$ cat src/rtl/teatimer_fb_writer.sv
// Tea countdown timer that redraws the neopixel framebuf as a GRB bar graph
// whenever the visible state changes, one byte per clk_20M cycle.
module teatimer_fb_writer #(
  parameter int          NUM_LEDS    = 60,
  parameter int          TEA_SECONDS = 240,
  parameter logic [7:0]  BRIGHT      = 8'h20
) (
  input  logic       clk_20M,
  input  logic       rst,
  input  logic       tick_1hz,
  input  logic       sw_start,
  input  logic       sw_stop,
  output logic [8:0] w_addr,
  output logic [7:0] din,
  output logic       write_en,
  output logic       busy,
  output logic       done
);

  localparam logic [8:0]  LAST_ADDR = 9'(3 * NUM_LEDS - 1);
  localparam logic [9:0]  TEA_LOAD  = 10'(TEA_SECONDS);
  localparam logic [19:0] TEA_STEP  = 20'(TEA_SECONDS);
  localparam logic [19:0] NUM_W     = 20'(NUM_LEDS);

  typedef enum logic [1:0] {IDLE, RUNNING, DONE} tstate_e;
  typedef enum logic {R_IDLE, R_WRITE} rstate_e;

  tstate_e     state_q, state_d, snap_state_q, snap_state_d;
  rstate_e     rstate_q, rstate_d;
  logic [9:0]  rem_q, rem_d;
  logic        phase_q, phase_d, snap_phase_q, snap_phase_d;
  logic        pending_q, pending_d;
  logic [2:0]  start_sync_q, start_sync_d, stop_sync_q, stop_sync_d;
  logic [19:0] thresh_q, thresh_d, acc_q, acc_d;
  logic [1:0]  ch_q, ch_d;
  logic [8:0]  w_addr_q, w_addr_d;
  logic [7:0]  din_q, din_d;
  logic        write_en_q, write_en_d, busy_q, busy_d, done_q, done_d;
  logic        start_p, stop_p, req;
  logic [1:0]  ch_n;
  logic [19:0] acc_n;

  function automatic logic [7:0] pixel_byte(tstate_e st, logic ph, logic lit, logic [1:0] ch);
    logic [7:0] b;
    b = 8'h00;
    case (st)
      RUNNING: if (lit && ch == 2'd0) b = BRIGHT;
      DONE:    if (ph && ch == 2'd1) b = BRIGHT;
      default: b = 8'h00;
    endcase
    return b;
  endfunction

  assign start_p = start_sync_q[1] & ~start_sync_q[2];
  assign stop_p  = stop_sync_q[1] & ~stop_sync_q[2];

  always_comb begin
    start_sync_d = {start_sync_q[1:0], sw_start};
    stop_sync_d  = {stop_sync_q[1:0], sw_stop};
    state_d      = state_q;
    rem_d        = rem_q;
    phase_d      = phase_q;

    if (stop_p) begin
      state_d = IDLE;
      rem_d   = 10'd0;
      phase_d = 1'b0;
    end else if (start_p) begin
      state_d = RUNNING;
      rem_d   = TEA_LOAD;
      phase_d = 1'b0;
    end else if (tick_1hz) begin
      case (state_q)
        RUNNING: begin
          if (rem_q == 10'd1) begin
            state_d = DONE;
            rem_d   = 10'd0;
            phase_d = 1'b1;
          end else begin
            rem_d = rem_q - 10'd1;
          end
        end
        DONE:    phase_d = ~phase_q;
        default: state_d = state_q;
      endcase
    end

    req = (state_d != state_q) || (rem_d != rem_q) || (phase_d != phase_q);

    rstate_d     = rstate_q;
    pending_d    = pending_q;
    snap_state_d = snap_state_q;
    snap_phase_d = snap_phase_q;
    thresh_d     = thresh_q;
    acc_d        = acc_q;
    ch_d         = ch_q;
    w_addr_d     = w_addr_q;
    din_d        = din_q;
    write_en_d   = write_en_q;
    busy_d       = busy_q;
    ch_n         = (ch_q == 2'd2) ? 2'd0 : ch_q + 2'd1;
    acc_n        = (ch_q == 2'd2) ? acc_q + TEA_STEP : acc_q;

    case (rstate_q)
      R_IDLE: begin
        if (pending_q) begin
          // Byte 0 is emitted on the entry edge, so it is built from the live values being snapshotted.
          rstate_d     = R_WRITE;
          pending_d    = 1'b0;
          snap_state_d = state_q;
          snap_phase_d = phase_q;
          thresh_d     = 20'(rem_q) * NUM_W;
          acc_d        = 20'd0;
          ch_d         = 2'd0;
          w_addr_d     = 9'd0;
          write_en_d   = 1'b1;
          busy_d       = 1'b1;
          din_d        = pixel_byte(state_q, phase_q, rem_q != 10'd0, 2'd0);
        end
      end
      R_WRITE: begin
        if (w_addr_q == LAST_ADDR) begin
          rstate_d   = R_IDLE;
          write_en_d = 1'b0;
          busy_d     = 1'b0;
          w_addr_d   = 9'd0;
          din_d      = 8'h00;
        end else begin
          w_addr_d = w_addr_q + 9'd1;
          ch_d     = ch_n;
          acc_d    = acc_n;
          din_d    = pixel_byte(snap_state_q, snap_phase_q, acc_n < thresh_q, ch_n);
        end
      end
      default: rstate_d = R_IDLE;
    endcase

    pending_d = pending_d | req;
    done_d    = (state_d == DONE);
  end

  always_ff @(posedge clk_20M or posedge rst) begin
    if (rst) begin
      start_sync_q <= 3'b000;
      stop_sync_q  <= 3'b000;
      state_q      <= IDLE;
      rem_q        <= 10'd0;
      phase_q      <= 1'b0;
      rstate_q     <= R_IDLE;
      pending_q    <= 1'b1;
      snap_state_q <= IDLE;
      snap_phase_q <= 1'b0;
      thresh_q     <= 20'd0;
      acc_q        <= 20'd0;
      ch_q         <= 2'd0;
      w_addr_q     <= 9'd0;
      din_q        <= 8'h00;
      write_en_q   <= 1'b0;
      busy_q       <= 1'b0;
      done_q       <= 1'b0;
    end else begin
      start_sync_q <= start_sync_d;
      stop_sync_q  <= stop_sync_d;
      state_q      <= state_d;
      rem_q        <= rem_d;
      phase_q      <= phase_d;
      rstate_q     <= rstate_d;
      pending_q    <= pending_d;
      snap_state_q <= snap_state_d;
      snap_phase_q <= snap_phase_d;
      thresh_q     <= thresh_d;
      acc_q        <= acc_d;
      ch_q         <= ch_d;
      w_addr_q     <= w_addr_d;
      din_q        <= din_d;
      write_en_q   <= write_en_d;
      busy_q       <= busy_d;
      done_q       <= done_d;
    end
  end

  assign w_addr   = w_addr_q;
  assign din      = din_q;
  assign write_en = write_en_q;
  assign busy     = busy_q;
  assign done     = done_q;

endmodule

$ cat config.mk
export PLATFORM = sky130hd
export DESIGN_NAME = teatimer_fb_writer
export DESIGN_NICKNAME = d
export VERILOG_FILES = /design/src/rtl/teatimer_fb_writer.sv
export SDC_FILE = /design/constraint.sdc
export NUM_CORES = 1
export LEC_CHECK = 0
export CORE_MARGIN = 8
export CORE_UTILIZATION = 50
export CTS_BUF_LIST = sky130_fd_sc_hd__clkbuf_8
export DETAILED_ROUTE_END_ITERATION = 16
export GPL_TIMING_DRIVEN = 0
export PLACE_DENSITY = 0.82
export REMOVE_ABC_BUFFERS = 1
export SLEW_MARGIN = 10
export SYNTH_ARGS = -nofsm -noshare
export SYNTH_HDL_FRONTEND = slang
export SYNTH_SLANG_ARGS = --single-unit
$ cat constraint.sdc
create_clock -name clk_20M -period 3.4 [get_ports clk_20M]
set_input_delay 0.68 -clock clk_20M [delete_from_list [all_inputs] [get_ports clk_20M]]
set_output_delay 0.68 -clock clk_20M [all_outputs]
set_load 0.02 [all_outputs]
# After elaboration in Yosys (flattened, before gate mapping)
# Index checks and enable logic that the tools add are counted.
# W data, S select, Z words.
[op_classes]
magnitude_cmp = 1
eq_ne = 15
reduce_logical = 9
multipliers = 1
n_mux = 41
bitwise = 7
add_sub_neg = 4
[ops]
columns = ["cell", "count"]
rows = [
  ["$mux W20", 3],
  ["$mux W10", 5],
  ["$pmux W20 S2", 1],
  ["$pmux W8 S2", 2],
  ["$mux W6", 4],
  ["$add A20 B8 Y20 const B", 1],
  ["$lt A20 B16 Y1", 1],
  ["$mux W9", 2],
  ["$pmux W9 S2", 1],
  ["$mux W2", 8],
  ["$mux W8", 2],
  ["$mul A10 B4 Y14 const B", 1],
  ["$eq A10 B1 Y1 const B", 1],
  ["$ne A10 B10 Y1", 1],
  ["$reduce_bool A10 Y1", 1],
  ["$sub A10 B1 Y10 const B", 1],
  ["$add A9 B1 Y9 const B", 1],
  ["$eq A9 B8 Y1 const B", 1],
  ["$mux W1", 9],
  ["$eq A2 B2 Y1 const B", 4],
  ["$eq A2 B1 Y1 const B", 3],
  ["$pmux W1 S2", 3],
  ["$reduce_and A2 Y1", 3],
  ["$ne A2 B2 Y1 const B", 2],
  ["other kinds (11)", 17],
]
[totals]
reg_bits = 79
elab_cells = 94
out_inout_bits = 20
input_bits = 5

# Longest topological paths before layout
# Gate-level depths: netlist (run 1).
[depth]
ltp_word = 10
ltp_mapped = 11
depth_no_buf = 11

# Worst setup path after synthesis (run 1)
# OpenSTA, ideal clock, no wires.
[synth_path]
kind = "register -> register"
from = "register rem_q[0]"
to = "register thresh_q[14]"
arrival_ps = 3072
path_stages_with_launch = 10
n_path_buf = 0
setup_time_ps = 125
required_ps = 3275
path_slack_ps = 204
period_less_slack_ps = 3196
cell_sequence = "dfrtp_1 fa_1 fa_1 fa_1 a211oi_1 nor2_1 o31a_1 o41ai_1 mux2i_1 nand2_1"
[synth_via]
elab_chain_cells = 1
[synth_lines]
columns = ["element", "line", "source"]
rows = [
  ["start: declaration", "30", "logic [9:0] rem_q, rem_d;"],
  ["start signal: assignment", "165", "rem_q <= rem_d;"],
  ["$mul A10 B4 Y14", "112", "thresh_d = 20'(rem_q) * NUM_W;"],
  ["end signal: assignment", "171", "thresh_q <= thresh_d;"],
  ["end: declaration", "34", "logic [19:0] thresh_q, thresh_d, acc_q, acc_d;"],
]
# Every way passes these cells.
# A chain may end at the register's enable or synchronous reset.

# Worst setup path after layout (run 1)
# Same ends and word-level chain as after synthesis.

==> Flow_metrics.wiki, run 1 <==
{| class="wikitable"
! Metric !! Value
|-
| Cell area after synthesis || 0.00513 sq mm
|-
| WS Path Type || register to register
|-
| Max IR drop VDD || 0.333 mV
|-
| Post-DP HPWL || about 8500 microns
|-
| Leakage power figure || 2.44 nW
|-
| Number of buffers inserted by hold repair at cts || 0
|-
| Clock buffer depth || 2
|-
| Worst-path cell with the longest stage delay || sky130_fd_sc_hd__fa_1
|-
| Io pins || 25
|-
| Number of CTS-inserted buffers || 9
|-
| Number of distinct library cell variants in the gate-level netlist after synthesis || 58
|-
| Worst-Skew Late Latency || between 300 and 400 ps
|-
| Vias || 4,080
|-
| CTS tree || done
|-
| Syn-to-layout area delta || 9.68%
|-
| Initial antenna violation count || 0
|-
| Total area of sequential cells || 0.00171 sq mm
|-
| Class of the tightest hold or removal check || register to register
|-
| Crit path capture type || register
|-
| Multi-input gate area in the final layout || 0.00317 sq mm
|-
| DR iter-0 viols || between 300 and 400
|-
| Die Outline Area || 0.0138 sq mm
|-
| Switch share || 0.399
|-
| Share of total power in sequential cells || 0.324
|-
| Synth async-reset ratio || 1.00
|-
| Hold violation total from the final report || 0
|-
| Number of global-route vias before repair || 4,107
|-
| Number of synthesized flops with an enable pin || 0
|-
| Number of warning messages in the yosys log || 0
|-
| Top library cells by usage in the layout, fill and taps aside || 64 x sky130_fd_sc_hd__nand2_1, 62 x sky130_fd_sc_hd__dfrtp_1, 51 x sky130_fd_sc_hd__ha_1
|-
| Routed length per placed instance || 15.7 microns
|-
| Number of synthesized register bits || 68
|-
| Initial core utilization || 0.506
|-
| Row count || 37
|-
| Combinational fraction of design power || 0.467
|-
| Worst Tran Pin Value || around 900 ps
|-
| Setup crit start kind || register
|-
| Cells along the critical path || fa_1, fa_1, fa_2, a211oi_2, nor2_2, o31a_1, o41ai_4, mux2i_1, nand2_1
|-
| Number of nets with antenna violations after detailed routing || 0
|-
| TritonCTS Sinks || 68
|-
| Final clock skew || 11.6 ps
|-
| Fraction of power consumed by the clock network || 0.210
|-
| Post-detailed-routing wire length || 11,300 microns
|-
| Number of cells produced by synthesis || approximately 570
|-
| Global-route wire length before repair || between 15,000 and 20,000 microns
|-
| Final critical path time including I/O delays and setup || roughly 3300 ps
|-
| Global route overflow || 0
|-
| Final hold slack || 353 ps
|-
| Fmax achieved || 0.305 GHz
|-
| Critical Path AT || 3500 ps
|-
| Via density per instance || 5.68
|-
| Horiz. Die Dim || 117 microns
|-
| Total global routing track utilization || 0.166
|-
| Number of violations of the max-capacitance limit || 0
|-
| Chip height || 117 microns
|-
| Sequential area share after synthesis || 0.332
|-
| Fill cell count || roughly 900
|-
| Port Buf Inserts || 17
|-
| Diode insertion count for antenna repair || 0
|-
| Final slew viol count || 0
|-
| Pin count of the biggest net entering global routing || 62
|-
| Synthesized area per cell || 9.05 sq um
|-
| Commonest non-fill, non-tap cell in the layout || sky130_fd_sc_hd__nand2_1
|-
| Root Buffer Master || sky130_fd_sc_hd__clkbuf_8
|-
| DRC violation count after routing || 0
|-
| Core ar. || about 0.010 sq mm
|-
| Slew headroom || 0.410
|-
| Post-route clock period utilization || 0.965
|-
| Outcome || finished, final reports clean
|-
| Crit path max fanout || 4
|-
| Setup repair after global routing missed its margin || true
|-
| Clock transition at the registers of the reported paths || 70 ps
|-
| Final setup violation count || 0
|-
| Data required time at the worst endpoint || 3620 ps
|-
| Net switching power of the design || 1.13 mW
|-
| Power per cell area || 505 mW/mm^2
|-
| Total internal power || 1.71 mW
|-
| First-pass DRT Iterations || 5
|-
| Routability congestion estimate || slightly above 0.9
|-
| Final Instance Count excl. Fillers || 718
|-
| H-tree Lvls || 3
|-
| Delay of the slowest cell on the worst path || 590 ps
|-
| Leading register cell type out of synthesis || sky130_fd_sc_hd__dfrtp_1
|-
| Nets || 650
|-
| Total instance count after detailed placement || ~700
|-
| Ratio of cells with drive above 1 in the final layout || 0.0928
|-
| Crit-path most repeated cell || sky130_fd_sc_hd__fa_1
|}
[cell type report]
| class | count | share of cell area |
|---|---|---|
| repair buffers | 22 | 0.0440 |
| clock inverters | 6 | 0.00711 |
| multi-input cells | 436 | 0.563 |
| clock buffers | 10 | 0.0244 |
| inverters | 40 | 0.0271 |
| well taps | 136 | 0.0302 |
| flip-flops and latches | 68 | 0.304 |
[cell usage after synthesis, drive strengths merged, types with 3 or more instances]
| library cell | number | area share |
|---|---|---|
| fa | 17 | 0.066 |
| nand3b | 4 | 0.0059 |
| nand3 | 21 | 0.020 |
| nand2 | 65 | 0.048 |
| a2111oi | 3 | 0.0088 |
| a21o | 5 | 0.0073 |
| or2 | 3 | 0.0037 |
| nor3 | 12 | 0.012 |
| a41oi | 3 | 0.0051 |
| ha | 51 | 0.12 |
| o21ai | 55 | 0.062 |
| buf | 14 | 0.020 |
| and2 | 4 | 0.0054 |
| a31oi | 6 | 0.0073 |
| nand2b | 8 | 0.0098 |
| o31ai | 9 | 0.015 |
| nor4 | 4 | 0.0049 |
| dfrtp | 67 | 0.33 |
| nand4 | 9 | 0.011 |
| xor2 | 9 | 0.015 |
| a211oi | 9 | 0.013 |
| nor2b | 3 | 0.0037 |
| o22ai | 3 | 0.0037 |
| nor2 | 42 | 0.034 |
| inv | 40 | 0.029 |
| o2111ai | 4 | 0.0068 |
| o21a | 9 | 0.013 |
| xnor2 | 16 | 0.027 |
| clkbuf | 15 | 0.011 |
| and3 | 6 | 0.0073 |
| a21oi | 22 | 0.021 |
| or4 | 3 | 0.0044 |
[metrics by stage]
| step | area [sq um] | TNS, ps | setup slack (ps) | total power [mW] | utilization |
|---|---|---|---|---|---|
| 2_1_floorplan | 4990 | 0 | 203 | 1.88 | - |
| 4_1_cts | 5580 | 0 | 10.0 | 2.78 | 0.550 |
| 6_report | 5630 | 0 | 118 | 2.84 | 0.555 |
| 3_5_place_dp | 5390 | -127 | -127 | 2.16 | 0.532 |
| 5_1_grt | 5630 | -23.4 | -23.4 | 3.05 | 0.555 |
| 3_3_place_gp | 5330 | -6320 | -99.3 | 2.08 | 0.526 |
[kinds of logic after synthesis]
logic type               synth area share
AND/OR/NAND/NOR                     0.179
buffers and inverters              0.0607
XOR/XNOR                           0.0427
multiplexers                      0.00390
adder cells (fa/ha/maj)             0.191
AO/OA/AOI/OAI                       0.191
flip-flops                          0.332
other                            0.000731
[worst paths after layout]
check | from | endpoint | slack, ps | cells past startpoint
setup reg to reg | rem_q[0]$_DFF_PP0_ | thresh_q[14]$_DFFE_PP0P_ | 120 | 9
setup / recovery | rem_q[0]$_DFF_PP0_ | thresh_q[14]$_DFFE_PP0P_ | 120 | 9
max in group asynchronous | rst | pending_q$_DFF_PP1_ | 2220 | 3
hold reg to reg | stop_sync_q[0]$_DFF_PP0_ | stop_sync_q[1]$_DFF_PP0_ | 350 | 0
hold / removal | stop_sync_q[0]$_DFF_PP0_ | stop_sync_q[1]$_DFF_PP0_ | 350 | 0
min in group asynchronous | rst | rem_q[3]$_DFF_PP0_ | 610 | 2
[critical path: cells and delay by family (launching register included)]
kind	cells	cell delay, ps
fa+ha+maj	3	1460
compound gates	3	900
flops	1	450
mux	1	220
simple gates	2	140
[state kept, by name, indices dropped and copies added (netlist names), 2 cells and up]
| signal | cells |
|---|---|
| thresh_q | 14 |
| w_addr | 9 |
| rem_q | 10 |
| snap_state_q | 2 |
| start_sync_q | 3 |
| acc_q | 16 |
| stop_sync_q | 3 |
| state_q | 2 |
| ch_q | 2 |
[power groups by stage]
stage          Combinational, mW  Sequential (mW)  Clock (mW)
2_1_floorplan              0.970            0.915           0
3_3_place_gp                1.15            0.937           0
3_5_place_dp                1.22            0.939           0
4_1_cts                     1.25            0.924       0.606
5_1_grt                     1.47            0.929       0.643
6_report                    1.33            0.920       0.596
[what timing repair did]
item	in CTS	in global routing
setup buffers	0	3
pin swaps	0	1
gates resized for setup	2	8
setup endpoints to repair	1	4
[per-layer routing]
layer  track usage  part of all wire  vias to the layer above
li1              -                 -                     2004
met1         0.206              0.44                     1944
met2         0.285              0.51                      121
met3        0.0321             0.046                       11
met4        0.0487            0.0088                        0
met5             0                 0                        -
Power figures use the tool's default switching activity.
==> run 2: changes to the inputs <==
--- a/config.mk
+++ b/config.mk
@@ -6,11 +6,11 @@
 export NUM_CORES = 1
 export LEC_CHECK = 0
 export CORE_MARGIN = 8
-export CORE_UTILIZATION = 50
+export CORE_UTILIZATION = 57
 export CTS_BUF_LIST = sky130_fd_sc_hd__clkbuf_8
 export DETAILED_ROUTE_END_ITERATION = 16
 export GPL_TIMING_DRIVEN = 0
-export PLACE_DENSITY = 0.82
+export PLACE_DENSITY = 0.9
 export REMOVE_ABC_BUFFERS = 1
 export SLEW_MARGIN = 10
 export SYNTH_ARGS = -nofsm -noshare
==> Flow_metrics.wiki, run 2 (synthesis results as in run 1) <==
{| class="wikitable"
! Metric !! Value
|-
| Outcome || finished, final reports clean (unchanged)
|-
| Via density per instance || 6.15 (was 5.68)
|-
| Worst Tran Pin Value || 951 ps (was 883 ps)
|-
| Chip height || 111 microns (was 117 microns)
|-
| Multi-input gate area in the final layout || 0.00317 sq mm (about the same)
|-
| Data required time at the worst endpoint || 3630 ps (was 3620 ps)
|-
| Initial core utilization || 0.589 (was 0.506)
|-
| Clock buffer depth || 2 (unchanged)
|-
| Global route overflow || 0 (unchanged)
|-
| Power per cell area || 539 mW/mm^2 (was 505 mW/mm^2)
|-
| Clock transition at the registers of the reported paths || 70 ps (about the same)
|-
| Cells along the critical path || fa_1, fa_1, fa_2, a211oi_2, nor2_1, o31a_1, o41ai_2, mux2i_1, nand2_1 (was fa_1, fa_1, fa_2, a211oi_2, nor2_2, o31a_1, o41ai_4, mux2i_1, nand2_1)
|-
| Routed length per placed instance || 16.9 microns (was 15.7 microns)
|-
| Top library cells by usage in the layout, fill and taps aside || 64 x sky130_fd_sc_hd__nand2_1, 59 x sky130_fd_sc_hd__dfrtp_1, 51 x sky130_fd_sc_hd__ha_1 (was 64 x sky130_fd_sc_hd__nand2_1, 62 x sky130_fd_sc_hd__dfrtp_1, 51 x sky130_fd_sc_hd__ha_1)
|-
| Post-detailed-routing wire length || 11,700 microns (was 11,300 microns)
|-
| Commonest non-fill, non-tap cell in the layout || sky130_fd_sc_hd__nand2_1 (unchanged)
|-
| Root Buffer Master || sky130_fd_sc_hd__clkbuf_8 (unchanged)
|-
| Top flop regs || acc_q: 16 flops, thresh_q: 14 flops, rem_q: 10 flops (unchanged)
|-
| Number of buffer and inverter instances along the worst setup path || 0 (unchanged)
|-
| Final slew viol count || 0 (unchanged)
|-
| Crit-path most repeated cell || sky130_fd_sc_hd__fa_1 (unchanged)
|-
| Final Instance Count excl. Fillers || 688 (was 718)
|-
| Setup repair after global routing missed its margin || false (was true)
|-
| Number of violations of the max-capacitance limit || 0 (unchanged)
|-
| Nets || 648 (was 650)
|-
| TritonCTS Sinks || 68 (unchanged)
|-
| Vias || 4,231 (was 4,080)
|-
| Reg2reg path depth || 9 (unchanged)
|-
| Worst-path cell with the longest stage delay || sky130_fd_sc_hd__fa_1 (unchanged)
|-
| Fmax achieved || 0.306 GHz (was 0.305 GHz)
|-
| Initial antenna violation count || 0 (unchanged)
|-
| Port Buf Inserts || 17 (unchanged)
|-
| Class of the tightest hold or removal check || register to register (unchanged)
|-
| Row count || 34 (was 37)
|-
| Global-route wire length before repair || 19,700 microns (was 19,500 microns)
|-
| Final clock skew || 9.26 ps (was 11.6 ps)
|-
| Hold violation total from the final report || 0 (unchanged)
|-
| Number of nets with antenna violations after detailed routing || 0 (unchanged)
|-
| Total area of sequential cells || 0.00171 sq mm (about the same)
|-
| CP delay by family, top || adder cells (unchanged)
|-
| Slew headroom || 0.364 (was 0.410)
|-
| Hold-critical path depth || 0 (unchanged)
|-
| Crit path max fanout || 6 (was 4)
|-
| H-tree Lvls || 3 (unchanged)
|-
| Core ar. || 0.00872 sq mm (was 0.0101 sq mm)
|-
| Crit path capture type || register (unchanged)
|-
| Fill cell count || 665 (was 896)
|-
| Max IR drop VDD || 0.280 mV (was 0.333 mV)
|-
| Worst-Skew Late Latency || 350 ps (was 340 ps)
|-
| Delay of the slowest cell on the worst path || 570 ps (was 590 ps)
|-
| Io pins || 25 (unchanged)
|-
| Die Outline Area || 0.0123 sq mm (was 0.0138 sq mm)
|-
| Register bank with the most flops || acc_q (unchanged)
|-
| Ratio of cells with drive above 1 in the final layout || 0.0966 (was 0.0928)
|-
| Routability congestion estimate || 0.899 (was 0.918)
|-
| CTS tree || done (unchanged)
|-
| WS Path Type || register to register (unchanged)
|-
| Leakage power figure || 2.46 nW (was 2.44 nW)
|-
| Setup crit start kind || register (unchanged)
|-
| Diode insertion count for antenna repair || 0 (unchanged)
|-
| First-pass DRT Iterations || 4 (was 5)
|-
| Total instance count after detailed placement || 671 (was 699)
|-
| Post-Place Setup Slack || -107 ps (was -127 ps)
|-
| Post-route clock period utilization || 0.962 (was 0.965)
|-
| DRC violation count after routing || 0 (unchanged)
|-
| Syn-to-layout area delta || 9.80% (was 9.68%)
|-
| Setup slack of the critical path after layout || 129 ps (was 118 ps)
|-
| Total number of cells along the worst setup path || 9 (unchanged)
|-
| Total global routing track utilization || 0.189 (was 0.166)
|-
| Pin count of the biggest net entering global routing || 53 (was 62)
|-
| Overall power of the completed layout || 3.04 mW (was 2.84 mW)
|-
| Horiz. Die Dim || 111 microns (was 117 microns)
|-
| Number of global-route vias before repair || 4,299 (was 4,107)
|-
| Post-DP HPWL || 8460 microns (was 8480 microns)
|-
| Final setup violation count || 0 (unchanged)
|-
| DR iter-0 viols || 320 (was 328)
|-
| Critical Path AT || 3500 ps (about the same)
|-
| Final hold slack || 359 ps (was 353 ps)
|-
| Setup TNS after final layout || 0 ps (unchanged)
|-
| Final critical path time including I/O delays and setup || 3270 ps (was 3280 ps)
|-
| Max reg flops || 16 (unchanged)
|-
| Number of CTS-inserted buffers || 9 (unchanged)
|}
[run 2: area by class of cell]
class,instances,share of cell area
well taps,108,0.0240
clock buffers,10,0.0244
flip-flops and latches,68,0.304
inverters,40,0.0271
multi-input cells,436,0.562
clock inverters,6,0.0198
repair buffers,20,0.0391
[run 2: layer usage]
metal	share of wire	track usage	vias up	routed length, microns
li1	-	-	1987	-
met1	0.43	0.230	2102	5040
met5	0	0	-	0
met2	0.50	0.324	121	5860
met4	0.018	0.0532	0	208
met3	0.047	0.0444	21	553
[run 2: metrics by stage]
step	utilization	area [sq um]
floorplan	-	4990
global placement	0.608	5300
detailed placement	0.613	5350
CTS	0.643	5610
global route	0.646	5640
finish	0.646	5640
[run 2: where the power goes]
group / internal (mW) / total (mW) / leakage, nW / switching (mW)
Clock: 0.507 / 0.824 / 0.122 / 0.317
Combinational: 0.576 / 1.29 / 1.48 / 0.712
Sequential: 0.840 / 0.927 / 0.859 / 0.0871
[run 2: what timing repair did]
item / 4_1_cts / 5_1_grt
hold buffers: 0 / 0
buffers inserted: 0 / 1
setup endpoints to repair: 3 / 5
cloned: 0 / 0
gates resized for setup: 5 / 7
[run 2: worst paths after layout]
kind | end | slack (ps) | start
hold reg to reg | start_sync_q[1]$_DFF_PP0_ | 360 | start_sync_q[0]$_DFF_PP0_
hold / removal | start_sync_q[1]$_DFF_PP0_ | 360 | start_sync_q[0]$_DFF_PP0_
min in group asynchronous | busy$_DFFE_PP0P_ | 600 | rst
setup reg to reg | thresh_q[14]$_DFFE_PP0P_ | 130 | rem_q[1]$_DFF_PP0_
setup / recovery | thresh_q[14]$_DFFE_PP0P_ | 130 | rem_q[1]$_DFF_PP0_
max in group asynchronous | rem_q[3]$_DFF_PP0_ | 2250 | rst
